## src/rtl/ex_pkg.sv

```systemverilog
// ex_pkg: shared encodings for the execute stage and its multiply/divide unit
package ex_pkg;
  localparam logic [2:0] MD_NONE  = 3'b000;
  localparam logic [2:0] MD_MULT  = 3'b001;
  localparam logic [2:0] MD_MULTU = 3'b010;
  localparam logic [2:0] MD_DIV   = 3'b011;
  localparam logic [2:0] MD_DIVU  = 3'b100;
  localparam logic [2:0] MD_MTHI  = 3'b101;
  localparam logic [2:0] MD_MTLO  = 3'b110;
  localparam logic [1:0] HL_ALU = 2'b00;
  localparam logic [1:0] HL_HI  = 2'b01;
  localparam logic [1:0] HL_LO  = 2'b10;
  localparam int ALU_ADD  = 0;
  localparam int ALU_SUB  = 1;
  localparam int ALU_AND  = 2;
  localparam int ALU_OR   = 3;
  localparam int ALU_XOR  = 4;
  localparam int ALU_NOR  = 5;
  localparam int ALU_SLL  = 6;
  localparam int ALU_SRL  = 7;
  localparam int ALU_SRA  = 8;
  localparam int ALU_SLT  = 9;
  localparam int ALU_SLTU = 10;
  localparam int ALU_LUI  = 11;
  typedef enum logic [1:0] {IDLE, MUL, DIV, FIX} md_state_t;
endpackage

```

## src/rtl/alu.sv

```systemverilog
// alu: combinational integer ALU; shifts take their amount from operand a
module alu
  import ex_pkg::*;
#(
  parameter int DATA_W = 32,
  parameter int ALUCODE_W = 5
) (
  input  logic [ALUCODE_W-1:0] code,
  input  logic [DATA_W-1:0]    a,
  input  logic [DATA_W-1:0]    b,
  output logic [DATA_W-1:0]    result
);
  localparam int SW = $clog2(DATA_W);
  logic [SW-1:0] sa;
  assign sa = a[SW-1:0];
  always_comb
    case (code)
      ALUCODE_W'(ALU_ADD):  result = a + b;
      ALUCODE_W'(ALU_SUB):  result = a - b;
      ALUCODE_W'(ALU_AND):  result = a & b;
      ALUCODE_W'(ALU_OR):   result = a | b;
      ALUCODE_W'(ALU_XOR):  result = a ^ b;
      ALUCODE_W'(ALU_NOR):  result = ~(a | b);
      ALUCODE_W'(ALU_SLL):  result = b << sa;
      ALUCODE_W'(ALU_SRL):  result = b >> sa;
      ALUCODE_W'(ALU_SRA):  result = $signed(b) >>> sa;
      ALUCODE_W'(ALU_SLT):  result = {{(DATA_W-1){1'b0}}, $signed(a) < $signed(b)};
      ALUCODE_W'(ALU_SLTU): result = {{(DATA_W-1){1'b0}}, a < b};
      ALUCODE_W'(ALU_LUI):  result = b << (DATA_W / 2);
      default:              result = a + b;
    endcase
endmodule

```

## src/rtl/md_unit.sv

```systemverilog
// md_unit: iterative multiply/divide on magnitudes with sign fix-up, owning HI/LO
module md_unit
  import ex_pkg::*;
#(
  parameter int DATA_W = 32
) (
  input  logic              clk,
  input  logic              rst,
  input  logic              start,
  input  logic [2:0]        op,
  input  logic [DATA_W-1:0] a,
  input  logic [DATA_W-1:0] b,
  output logic              busy,
  output logic [DATA_W-1:0] hi,
  output logic [DATA_W-1:0] lo
);
  localparam int CW = $clog2(DATA_W);
  md_state_t state;
  logic [CW-1:0] cnt;
  logic [DATA_W-1:0] acc, sh, opb, quo, rem;
  logic neg_q, neg_r, dz, div_op;
  logic go, is_mul, is_div, sgn, a_neg, b_neg;
  logic [DATA_W:0] sum, dif;
  logic [2*DATA_W-1:0] prod;
  assign busy = state != IDLE;
  assign go = start && !busy;
  assign is_mul = op == MD_MULT || op == MD_MULTU;
  assign is_div = op == MD_DIV || op == MD_DIVU;
  assign sgn = op == MD_MULT || op == MD_DIV;
  assign a_neg = sgn && a[DATA_W-1];
  assign b_neg = sgn && b[DATA_W-1];
  // acc holds the high half / partial remainder, sh the multiplier / dividend-then-quotient
  assign sum = {1'b0, acc} + (sh[0] ? {1'b0, opb} : '0);
  assign dif = {acc, sh[DATA_W-1]} - {1'b0, opb};
  assign prod = neg_q ? -{acc, sh} : {acc, sh};
  assign quo = dz ? '1 : neg_q ? -sh : sh;
  assign rem = neg_r ? -acc : acc;
  always_ff @(posedge clk or posedge rst)
    if (rst) begin
      state <= IDLE;
      cnt <= '0;
      acc <= '0;
      sh <= '0;
      opb <= '0;
      hi <= '0;
      lo <= '0;
      neg_q <= 1'b0;
      neg_r <= 1'b0;
      dz <= 1'b0;
      div_op <= 1'b0;
    end else
      case (state)
        IDLE: begin
          if (go && (is_mul || is_div)) begin
            state <= is_mul ? MUL : DIV;
            cnt <= CW'(DATA_W - 1);
            acc <= '0;
            sh <= a_neg ? -a : a;
            opb <= b_neg ? -b : b;
            neg_q <= a_neg ^ b_neg;
            neg_r <= a_neg;
            dz <= is_div && b == '0;
            div_op <= is_div;
          end
          if (go && op == MD_MTHI) hi <= a;
          if (go && op == MD_MTLO) lo <= a;
        end
        MUL: begin
          acc <= sum[DATA_W:1];
          sh <= {sum[0], sh[DATA_W-1:1]};
          cnt <= cnt - CW'(1);
          if (cnt == '0) state <= FIX;
        end
        DIV: begin
          acc <= dif[DATA_W] ? {acc[DATA_W-2:0], sh[DATA_W-1]} : dif[DATA_W-1:0];
          sh <= {sh[DATA_W-2:0], !dif[DATA_W]};
          cnt <= cnt - CW'(1);
          if (cnt == '0) state <= FIX;
        end
        default: begin
          {hi, lo} <= div_op ? {rem, quo} : prod;
          state <= IDLE;
        end
      endcase
endmodule

```

## src/rtl/ex_stage_md.sv

```systemverilog
// ex_stage_md: MIPS execute stage with MEM/WB forwarding and a stalling multiply/divide unit
module ex_stage_md
  import ex_pkg::*;
#(
  parameter int DATA_W = 32,
  parameter int REG_AW = 5,
  parameter int ALUCODE_W = 5
) (
  input  logic                 clk,
  input  logic                 reset,
  input  logic                 Valid_ex,
  input  logic                 RegDst_ex,
  input  logic                 ALUSrcA_ex,
  input  logic                 ALUSrcB_ex,
  input  logic [ALUCODE_W-1:0] ALUCode_ex,
  input  logic [2:0]           MDOp_ex,
  input  logic [1:0]           HiLoRd_ex,
  input  logic [DATA_W-1:0]    Imm_ex,
  input  logic [DATA_W-1:0]    Sa_ex,
  input  logic [DATA_W-1:0]    RsData_ex,
  input  logic [DATA_W-1:0]    RtData_ex,
  input  logic [REG_AW-1:0]    RsAddr_ex,
  input  logic [REG_AW-1:0]    RtAddr_ex,
  input  logic [REG_AW-1:0]    RdAddr_ex,
  input  logic [DATA_W-1:0]    ALUResult_mem,
  input  logic [DATA_W-1:0]    RegWriteData_wb,
  input  logic [REG_AW-1:0]    RegWriteAddr_mem,
  input  logic [REG_AW-1:0]    RegWriteAddr_wb,
  input  logic                 RegWrite_mem,
  input  logic                 RegWrite_wb,
  output logic [REG_AW-1:0]    RegWriteAddr_ex,
  output logic [DATA_W-1:0]    ALUResult_ex,
  output logic [DATA_W-1:0]    MemWriteData_ex,
  output logic [DATA_W-1:0]    ALU_A,
  output logic [DATA_W-1:0]    ALU_B,
  output logic                 MDBusy,
  output logic                 Stall_ex
);
  logic mem_ok, wb_ok;
  logic [DATA_W-1:0] rs_fwd, rt_fwd, hi, lo, alu_res;
  assign mem_ok = RegWrite_mem && RegWriteAddr_mem != '0;
  assign wb_ok = RegWrite_wb && RegWriteAddr_wb != '0;
  // MEM is tested first so it wins over WB when both target the same register
  assign rs_fwd = mem_ok && RegWriteAddr_mem == RsAddr_ex ? ALUResult_mem :
                  wb_ok && RegWriteAddr_wb == RsAddr_ex ? RegWriteData_wb : RsData_ex;
  assign rt_fwd = mem_ok && RegWriteAddr_mem == RtAddr_ex ? ALUResult_mem :
                  wb_ok && RegWriteAddr_wb == RtAddr_ex ? RegWriteData_wb : RtData_ex;
  assign ALU_A = ALUSrcA_ex ? Sa_ex : rs_fwd;
  assign ALU_B = ALUSrcB_ex ? Imm_ex : rt_fwd;
  assign MemWriteData_ex = rt_fwd;
  assign RegWriteAddr_ex = RegDst_ex ? RdAddr_ex : RtAddr_ex;
  assign ALUResult_ex = Valid_ex && HiLoRd_ex == HL_HI ? hi :
                        Valid_ex && HiLoRd_ex == HL_LO ? lo : alu_res;
  assign Stall_ex = Valid_ex && MDBusy && (MDOp_ex != MD_NONE || HiLoRd_ex != HL_ALU);
  alu #(.DATA_W(DATA_W), .ALUCODE_W(ALUCODE_W)) u_alu (
    .code(ALUCode_ex),
    .a(ALU_A),
    .b(ALU_B),
    .result(alu_res)
  );
  md_unit #(.DATA_W(DATA_W)) u_md (
    .clk(clk),
    .rst(reset),
    .start(Valid_ex),
    .op(MDOp_ex),
    .a(rs_fwd),
    .b(rt_fwd),
    .busy(MDBusy),
    .hi(hi),
    .lo(lo)
  );
endmodule

```

## config.mk

```make
export PLATFORM = sky130hd
export DESIGN_NAME = ex_stage_md
export DESIGN_NICKNAME = d
export VERILOG_FILES = /design/src/rtl/ex_pkg.sv /design/src/rtl/alu.sv /design/src/rtl/md_unit.sv /design/src/rtl/ex_stage_md.sv
export SDC_FILE = /design/constraint.sdc
export NUM_CORES = 2
export LEC_CHECK = 0
export ABC_AREA = 1
export BUFFER_PORTS_ARGS = -buffer_cell sky130_fd_sc_hd__buf_2
export CAP_MARGIN = 10
export CORE_ASPECT_RATIO = 1.5
export CORE_UTILIZATION = 35
export DETAILED_ROUTE_END_ITERATION = 7
export PLACE_DENSITY = 0.59
export SKIP_CTS_REPAIR_TIMING = 1
export SYNTH_ARGS = -nofsm -noshare
export SYNTH_HDL_FRONTEND = slang
export SYNTH_SLANG_ARGS = --single-unit
```

## constraint.sdc

```tcl
create_clock -name clk -period 9 [get_ports clk]
set_input_delay 1.8 -clock clk [delete_from_list [all_inputs] [get_ports clk]]
set_output_delay 1.8 -clock clk [all_outputs]
set_load 0.03 [all_outputs]
```

Word level (Yosys, flattened, before mapping). Index checks and enable logic that the tools add are counted. Widths: inputs -> output; s select.

Bits in registers: 171. Input bits: 235. Output and inout bits: 135. Word-level logic and storage cells: 135.

Add/sub/neg operators: 10. $lt $le $gt $ge: 2. Eq/ne operators: 29. Shift operators: 3. Mux-type cells: 33. Bitwise logic cells: 6. Reductions and logical operators: 41.

Operator list (number): $mux 32 (19); $pmux 32 s11 (1); $pmux 32 s3 (2); $mux 64 (2); $neg 32->32 (4); $pmux 32 s2 (2); $lt 32x32->1 (2); $neg 64->64 (1); $add 32x33->33 (1); $sub 33x32->33 (1); $add 32x32->32 (1); $and 32x32->32 (1); $logic_not 32->1 (1); $not 32->32 (1); $or 32x32->32 (1); $shl 32x5->32 (1); $shr 32x5->32 (1); $sshr 32x5->32 (1); $sub 32x32->32 (1); $xor 32x32->32 (1); $eq 5x3->1 const B (4); $eq 5x4->1 const B (4); $eq 5x5->1 (4); $logic_and 1x1->1 (17); 24 further kinds (50).

Depth between registers and ports, before layout.
Word-level depth: 11. Mapped depth: 36. Depth with buffers taken out: 33.

Cells and area by module. A second synthesis with hierarchy kept.

Cell total of the unflattened synthesis: 5983. Area total of the unflattened synthesis: 31890.6 um^2.

Modules (own cells, without submodules): md_unit (instances 1, cells an instance 3058, area each 17630.7 um^2, seq. area each 4279.1 um^2); alu (instances 1, cells an instance 2113, area each 10221.1 um^2, seq. area each 0.0 um^2); ex_stage_md (instances 1, cells an instance 812, area each 4038.9 um^2, seq. area each 0.0 um^2).

Worst setup path after synthesis. No wires, ideal clock.

Kind: input to output. Start: input RsAddr_ex[1]. End: output ALUResult_ex[28]. Arrival: 6.319 ns. Data required time: 7.200 ns. Slack: 0.881 ns. Stages on the path: 29. Buffers on the path: 3. Path through: xnor2_1 -> nand2_1 -> nor2_4 -> nand2_2 -> buf_6 -> buf_6 -> o21ai_0 -> nand2_1 -> o21ai_1 -> inv_1 -> o21ai_0 -> inv_1 -> ha_1 -> clkbuf_1 -> nand2_1 -> o21ai_0 -> a21oi_1 -> o21a_1 -> inv_1 -> nand3_1 -> nand2_1 -> nand3_1 -> nand2_1 -> a31oi_1 -> xor2_1 -> nand2_1 -> nand2_1 -> nor2_1 -> o21ai_1.

Elaborated cells on any way between the ends: 19. Classes of those cells: add/sub: 2; eq/ne: 2; shift: 3; mux: 6; bitwise: 4; reduce/logical: 2.

RTL lines: from (decl) (line ex_stage_md.sv:22) `input logic [REG_AW-1:0] RsAddr_ex,`; $eq 5x5->1 (line ex_stage_md.sv:45) `wb_ok && RegWriteAddr_wb == RsAddr_ex ? RegWriteData_wb : RsData_ex;`; $logic_and 1x1->1 (line ex_stage_md.sv:45); $mux 32 (line ex_stage_md.sv:45); $mux 32 * (line ex_stage_md.sv:44) `assign rs_fwd = mem_ok && RegWriteAddr_mem == RsAddr_ex ? ALUResult_mem :`; $mux 32 * (line ex_stage_md.sv:48) `assign ALU_A = ALUSrcA_ex ? Sa_ex : rs_fwd;`; named net ALU_A[11] (line ex_stage_md.sv:34) `output logic [DATA_W-1:0] ALU_A,`; $add 32x32->32 or $sub 32x32->32 (tied branches) (line alu.sv:18, alu.sv:30, alu.sv:19); $pmux 32 s11 * (line alu.sv:17) `case (code)`; $mux 32 * (line ex_stage_md.sv:53) `Valid_ex && HiLoRd_ex == HL_LO ? lo : alu_res;`; $mux 32 * (line ex_stage_md.sv:52) `assign ALUResult_ex = Valid_ex && HiLoRd_ex == HL_HI ? hi :`; to (decl) (line ex_stage_md.sv:32) `output logic [DATA_W-1:0] ALUResult_ex,`.

The timed path passes the listed nets; every way through them passes the cells marked *.

Worst setup path in the final report.
Start: input RegWriteAddr_mem[2]. End: output ALUResult_ex[27].

Word-level cells in the longest chain between the ends: 10. Elaborated cells on any way between the ends: 22. Classes of those cells: add/sub: 2; eq/ne: 2; shift: 3; mux: 7; bitwise: 4; reduce/logical: 4.

Ends and longest elaborated chain: from (decl) (line ex_stage_md.sv:27) `input logic [REG_AW-1:0] RegWriteAddr_mem,`; parallel branches: the longest is 7 deep, another holds $add 32x32->32; $pmux 32 s11 * (line alu.sv:17); $mux 32 * (line ex_stage_md.sv:53); $mux 32 * (line ex_stage_md.sv:52).

Mark *: on every way between the ends.

==> impl_metrics.ini <==
[global_route]
grt_overflow = 0
grt_pass1_vias = 36700
grt_max_degree = 90
use_met1_pct = 44.1
grt_pass1_wl_um = 261000
grt-busiest-layer = met2
met2_usage_pct = 73.6
antenna_found_initial = 21
use_met3_pct = 8.47
track_usage_pct = 44.1

[clock_network]
clockBufferDepth = 2
clk_pin_slew_ps = 70
cts.sinks = 171
htreeDepth = 4
numCtsBuffers = 17
cts_tree = done
insertion_delay_ps = 470
root_buffer = clkbuf_16

[synthesis]
yosys-mux-area-fraction_pct = 0.0789
ys_seq_area_share_pct = 15.0
synth_edf_count = 0
synth_ff_type = dfrtp_1
ys_top_cells_by_count = nand2_1, inv_1, nand3_1, nor2_1, o21ai_0
synth_top_cell_area_share_pct = 17.0
synthTopCellsByArea = nand2_1, dfrtp_1, nand3_1
synthCells = 5015
synth_fa_ha_area_share_pct = 7.82
synth.avg_cell_area_um2 = 5.69
synth_cell_types = 71
synth_top_family_by_area = simple AND/OR/NAND/NOR gates
synth-xor-area-share_pct = 3.59
synth_compound_area_share_pct = 22.5
synth_area_leader_cell = nand2_1
ys_warn_count = 0
synth_area_mm2 = 0.0286
syn_nets = 5426
async_flop_share_pct = 100
ys_seq_elements = 171
synth.most_common_cell = nand2_1
yosys.area_share.simple_pct = 37.9

[finish]
layout-drive-gt1-share_pct = 14.0
syn_to_final_growth_pct = 14.4
layout.nets = 5756
fin_util_pct = 40.6
final_cell_area_mm2 = 0.0327

[sta]
slew_violations = 0
hold_ws_ps = 499
setup_viol_count_final = 0
worst_pin_slew_ps = 1210
rsz0062_at_grt = no
hold_viol_final = 0
max_slew_margin_pct = 19.2
fmax_mhz = 114
clock_skew_ps = 19.2
finalCritPeriodShare_pct = 97.6
period_minus_slack_ps = 8790

[critical_path]
path_max_fanout = 43
worst_path_largest_cell_delay_ps = 420
cp.arrival_ps = 6990
cp-start-kind = primary input
cp-end-kind = output pin
crit_type = primary input to output pin
critPathSlowestCell = ha_1
required_ps = 7200

[placement]
dp_hpwl_um = 153000
gp_congestion = 1.10
portBuffers = 369
placed_area_mm2 = 0.0320

[floorplanning]
placementRows = 127
die_y_um = 352
io_pins = 370
initial_core_util_pct = 35.5
die_area_mm2 = 0.0828
coreArea_mm2 = 0.0804
die_w_um = 235

[detailed_routing]
dr.pass1.iters = 7
dr_total_vias = 37400
drt.antenna.violating_nets = 0
drt_iter0_drc = 3709
drt-total-wl_um = 186000
wl_per_cell_um = 29.1
via_per_inst = 5.85
route.detailed.drc = 0

[power_and_ir_drop]
p_per_area_mw_per_mm2 = 304
leakagePower_uw = 0.0172
vdd_drop_max_mv = 0.274
total_power_uw = 9920

[run]
drv_cap = 0

[worst_hold_path]
hold_class = flip-flop to flip-flop

[status]
outcome = finished, final reports clean
[critical path: cells and delay by family]
family	cells	cell delay, ps
adders and majority gates	1	420
and+or+nand+nor	17	2790
buffers and inverters	7	1270
AOI/OAI and AO/OA	4	660
[flip-flops by register name (all words and copies together), names as in the netlist]
signal       flops
u_md.dz          1
u_md.opb        32
u_md.lo         32
u_md.state       2
u_md.sh         32
u_md.div_op      1
u_md.neg_r       1
u_md.hi         32
u_md.cnt         5
u_md.acc        32
u_md.neg_q       1
[area by class of cell]
class | count | area [um2]
diodes | 16 | 40.0
clock buffers | 20 | 447
clock inverters | 11 | 109
fillers | 9237 | 47700
inverters | 681 | 2570
multi-input cells | 3923 | 20700
flip-flops and latches | 171 | 4280
well taps | 1032 | 1290
repair buffers | 551 | 3250
[through the flow]
step                      setup TNS (ps)  cells  setup WS, ps
after floorplan                        0   5015           881
after global placement                 0   6358          8.65
after detailed placement               0   6358          2.13
after CTS                          -12.7   6389         -12.7
after global routing                   0   6400          19.0
final                                  0   6405           215
[where the power goes]
part	leakage, uW	internal [uW]	total (uW)	switching (uW)
Clock	0.000260	391	764	374
Combinational	0.0148	2150	7420	5270
Sequential	0.00207	1170	1740	571
[routing by layer]
metal,routed length [um],up-vias
li1,-,17200
met1,63700,17500
met2,85200,1968
met3,12700,727
met4,24700,8
met5,57,-
[cell usage in the layout (no fill, tap or decap), types with 84 or more instances in the layout]
cell and instances:
a21oi_1 301, o21ai_0 401, ha_1 171, inv_1 650, dfrtp_1 171, nand3_1 528
nor2_1 445, xor2_1 84, buf_4 178, nand2_1 1294, buf_2 369
[logic make-up (layout without fill, tap and decap cells)]
group | after synthesis | after routing
AO/OA/AOI/OAI | 1114 | 1114
XOR/XNOR | 117 | 117
adder cells (fa/ha/maj) | 176 | 176
buffers and inverters | 921 | 1263
flip-flops | 171 | 171
multiplexers | 2 | 2
other | 0 | 16
AND/OR/NAND/NOR | 2514 | 2514
[final timing paths]
| path | startpoint | to | depth (start not counted) | slack, ps |
|---|---|---|---|---|
| worst max-delay path | RegWriteAddr_mem[2] | ALUResult_ex[27] | 29 | 210 |
| worst min-delay path | u_md.hi[26]$_DFFE_PP0P_ | u_md.hi[26]$_DFFE_PP0P_ | 2 | 500 |
| worst max register to register | u_md.sh[31]$_DFFE_PP0P_ | u_md.acc[27]$_DFFE_PP0P_ | 19 | 4200 |
| worst min register to register | u_md.hi[26]$_DFFE_PP0P_ | u_md.hi[26]$_DFFE_PP0P_ | 2 | 500 |
| max in group asynchronous | reset | u_md.hi[21]$_DFFE_PP0P_ | 3 | 6460 |
| min in group asynchronous | reset | u_md.opb[21]$_DFFE_PP0P_ | 2 | 1450 |
(Power assumes the default switching activity.)
